File: src/rtl/pipelined_multiplier_unit.sv
// pipelined_multiplier_unit: one-lane RISC-V MUL/MULH/MULHSU/MULHU pipe with a shared stall.
module pipelined_multiplier_unit #(
    parameter int BIT_WIDTH      = 32,
    parameter int PIPELINE_DEPTH = 3
) (
    input  logic                 clk,
    input  logic                 rst,
    input  logic                 stall,
    input  logic [BIT_WIDTH-1:0] fuOpA_In,
    input  logic [BIT_WIDTH-1:0] fuOpB_In,
    input  logic                 getUpper,
    input  logic [1:0]           mulCode,
    output logic [BIT_WIDTH-1:0] dataOut
);
    localparam int W2 = 2 * BIT_WIDTH;
    localparam int NS = PIPELINE_DEPTH - 1;

    logic signed [BIT_WIDTH:0] w_a, w_b;
    logic        [W2-1:0]      w_prod;
    logic        [W2-1:0]      r_prod [NS];
    logic        [NS-1:0]      r_upper;

    // A is signed for every code but MULHU; B only for MUL/MULH.
    always_comb begin
        w_a    = {mulCode != 2'b11 && fuOpA_In[BIT_WIDTH-1], fuOpA_In};
        w_b    = {!mulCode[1] && fuOpB_In[BIT_WIDTH-1], fuOpB_In};
        w_prod = W2'(w_a * w_b);
    end

    always_ff @(posedge clk) begin
        if (rst) begin
            for (int i = 0; i < NS; i++) r_prod[i] <= '0;
            r_upper <= '0;
        end else if (!stall) begin
            r_prod[0]  <= w_prod;
            r_upper[0] <= getUpper;
            for (int i = 1; i < NS; i++) begin
                r_prod[i]  <= r_prod[i-1];
                r_upper[i] <= r_upper[i-1];
            end
        end
    end

    assign dataOut = r_upper[NS-1] ? r_prod[NS-1][W2-1:BIT_WIDTH] : r_prod[NS-1][BIT_WIDTH-1:0];
endmodule

File: config.mk
export PLATFORM = sky130hd
export DESIGN_NAME = pipelined_multiplier_unit
export DESIGN_NICKNAME = d
export VERILOG_FILES = /design/src/rtl/pipelined_multiplier_unit.sv
export SDC_FILE = /design/constraint.sdc
export NUM_CORES = 2
export LEC_CHECK = 0
export BUFFER_PORTS_ARGS = -buffer_cell sky130_fd_sc_hd__buf_4
export CORE_MARGIN = 3
export CORE_UTILIZATION = 30
export CTS_BUF_LIST = sky130_fd_sc_hd__clkbuf_8
export DETAILED_ROUTE_END_ITERATION = 10
export GPL_ROUTABILITY_DRIVEN = 1
export PLACE_DENSITY = 0.55
export RECOVER_POWER = 25
export SLEW_MARGIN = 25
export SYNTH_ARGS = -nofsm -noshare
export SYNTH_HDL_FRONTEND = slang
export SYNTH_SLANG_ARGS = --single-unit
File: constraint.sdc
create_clock -name clk -period 8.7 [get_ports clk]
set_input_delay 0.87 -clock clk [delete_from_list [all_inputs] [get_ports clk]]
set_output_delay 0.87 -clock clk [all_outputs]
set_load 0.02 [all_outputs]
==> reports/metrics.yaml <==
synthesis:
  synthCells: 4437
  synth_area_per_cell_um2: 9.62
  synth_ff_type: "edfxtp_1"
  synth-xor-area-share_pct: 1.50
  synth_edf_count: 128
  synthMuxAreaShare_pct: 0.962
  synth_top_area_cell: "fa_1"
  ys_ff_latch: 130
  synth_area_mm2: 0.0427
  synthAdderAreaFrac_pct: 59.0
  synth_compound_area_share_pct: 2.99
  synth_top_family_by_area: "adder cells"
  synth_area_leaders: "fa_1 (53%), inv_1 (9.6%), edfxtp_1 (9.0%)"
  seq_area_frac_synth_pct: 9.10
  synth.most_common_cell: "fa_1"
  synth.top_cell.area_share_pct: 52.8
  synth_commonest_cells: "fa_1 (1125), inv_1 (1095), nand2_1 (739)"
  synth-simple-area-share_pct: 14.8
  synth_cell_types: 61
  syn-num-nets: 5844
  yosys_warnings: 0
  async_reset_ff_share_pct: 0
critical_path:
  r2r_slack_ns: 7.74
  setup.worst_path.start: "fuOpA_In[31]"
  path_class: "in2reg"
  crit_fanout: 10
  cp.required_ns: 8.85
  endpoint: "r_prod[0][55]"
  start_kind: "input port"
  path_common_cell: "inv_1"
  critPathMaxStageDelay_ns: 0.62
  reg2reg_to: "r_prod[0][117]"
  arrival_ns: 8.42
  r2r_cells: 1
  crit_slowest_cell: "fa_2"
  regToRegStartpoint: "r_prod[0][53]"
  endpoint_kind: "flip-flop"
placement:
  gp_congestion: 0.846
  hpwlAfterDp_um: 97500
  port_buffers: 101
clock_network:
  cts.reportedPaths.clkPinSlew_ns: 0.07
  tritoncts: "done"
  cts_setup_buffers: 0
  clk_latency_ns: 0.44
  cts_hold_buf: 0
  clock_sinks: 130
  cts_buffers: 17
  cts.repair.resized: 0
  clk_path_buf_depth: 2
  clock-root-buffer: "clkbuf_8"
  htreeDepth: 4
timing:
  max_clock_freq_mhz: 121
  hold_viol: 0
  timing.hold.ws_ns: 0.501
  finalMaxSlewViolations: 144
  fin_crit_sh_pct: 95.1
  setup_viol: 0
  worstMarginPinSlew_ns: 3.08
  min_period_ns: 8.27
  maxSlewHeadroom_pct: -105
  skew_ns: 0.0128
  rsz0062_at_grt: "no"
  finalSetupTns_ns: 0
global_routing:
  first_global_vias: 32200
  grt_usage_pct: 16.1
  grt_pass1_wl_um: 185000
  antenna_found_initial: 8
  grt_overflow_total: 0
  grt_max_degree: 77
outcome:
  outcome: "complete, but fails checks"
  violations: "capacitance limit, slew limit"
floorplan:
  die_x_um: 383
  start_util_pct: 30.4
  io_pins: 102
  fp-row-count: 137
  dieArea_mm2: 0.147
  coreArea_mm2: 0.140
  die_h_um: 383
route:
  ant_nets: 0
  num_vias: 29100
  viasPerCell: 4.60
  drc: 0
  wl_per_cell_um: 18.1
  dr.pass1.iters: 6
  wirelength_um: 115000
  drt-initial-drc-count: 1659
flow_run:
  maxCapViolCount: 2
finish:
  finish.utilization_pct: 33.0
  fillers: 14500
  layout.nets: 5848
  drive_gt1_share_pct: 6.85
  area_growth_pct: 8.41
hold_path:
  hold_class: "reg2reg"
[per-stage QoR]
step,setup slack [ns],std cells,area (um2)
CTS,0.432,6329,46300
global route,0.0588,6330,46300
global placement,0.0291,6298,45900
floorplan,0.00806,4437,42700
finish,0.426,6331,46300
detailed placement,-0.00199,6298,45900
[final cells by class]
type	instances	area, um2	share of cell area (%)
repair buffers	219	1710	3.70
inverters	1095	4110	8.88
multi-input cells	2978	33800	73.1
flip-flops and latches	130	3880	8.40
diodes	2	5.00	0.0108
clock inverters	14	150	0.325
well taps	1876	2350	5.07
clock buffers	17	234	0.506
[flip-flops by register name, indices dropped and copies added, names as in the netlist]
| register | count |
|---|---|
| r_prod | 128 |
| r_upper | 2 |
[routing by layer]
layer | share of wire, % | routed length [um] | vias to the layer above | GRT usage [%]
li1 | - | - | 12700 | -
met1 | 41 | 47000 | 15600 | 21.2
met2 | 53 | 61300 | 642 | 29.4
met3 | 3.7 | 4240 | 116 | 1.07
met4 | 1.9 | 2160 | 4 | 2.94
met5 | 0.018 | 21 | - | 0
[placed cells by master, fill, tap and decap left out, drive strengths merged, types with 8 or more instances in the layout]
master / netlist / final
nand4: 12 / 12
a31oi: 14 / 14
o21ai: 30 / 30
edfxtp: 128 / 128
inv: 1095 / 1098
mux2: 32 / 32
clkbuf: 230 / 19
or2: 10 / 10
and3: 8 / 8
xnor2: 47 / 47
nor2: 102 / 102
xor2: 26 / 26
and2: 433 / 433
a21o: 37 / 37
nand2: 739 / 739
o21bai: 11 / 11
a21oi: 57 / 57
buf: 4 / 217
ha: 212 / 212
fa: 1125 / 1125
nand3: 13 / 13
[worst min path at each step]
stage	start	end	slack, ns	cells after the start
final	r_upper[1]	r_upper[1]	0.50	2
after global routing	r_prod[0][6]	r_prod[0][70]	0.53	1
after CTS	r_upper[1]	r_upper[1]	0.51	2
after detailed placement	r_upper[1]	r_upper[1]	0.49	2
after global placement	r_upper[1]	r_upper[1]	0.48	2
after floorplan	r_upper[0]	r_upper[1]	0.46	2
[worst max-delay path: cells and delay by family]
family | cells | cell delay (ns)
adders and majority gates | 9 | 4.58
AOI/OAI and AO/OA | 7 | 1.50
buffers and inverters | 10 | 1.07
and+or+nand+nor | 3 | 0.23
xor gates and xnor gates | 1 | 0.14
[cell families after synthesis]
family	count (synthesis)
mux	37
flops	130
xor+xnor	73
buf+inv	1329
fa+ha+maj	1337
compound gates	191
simple gates	1340
Power is left out: the tool's default activity adds up to more than one toggle a clock period on the data nets, which glitch-free logic cannot reach.
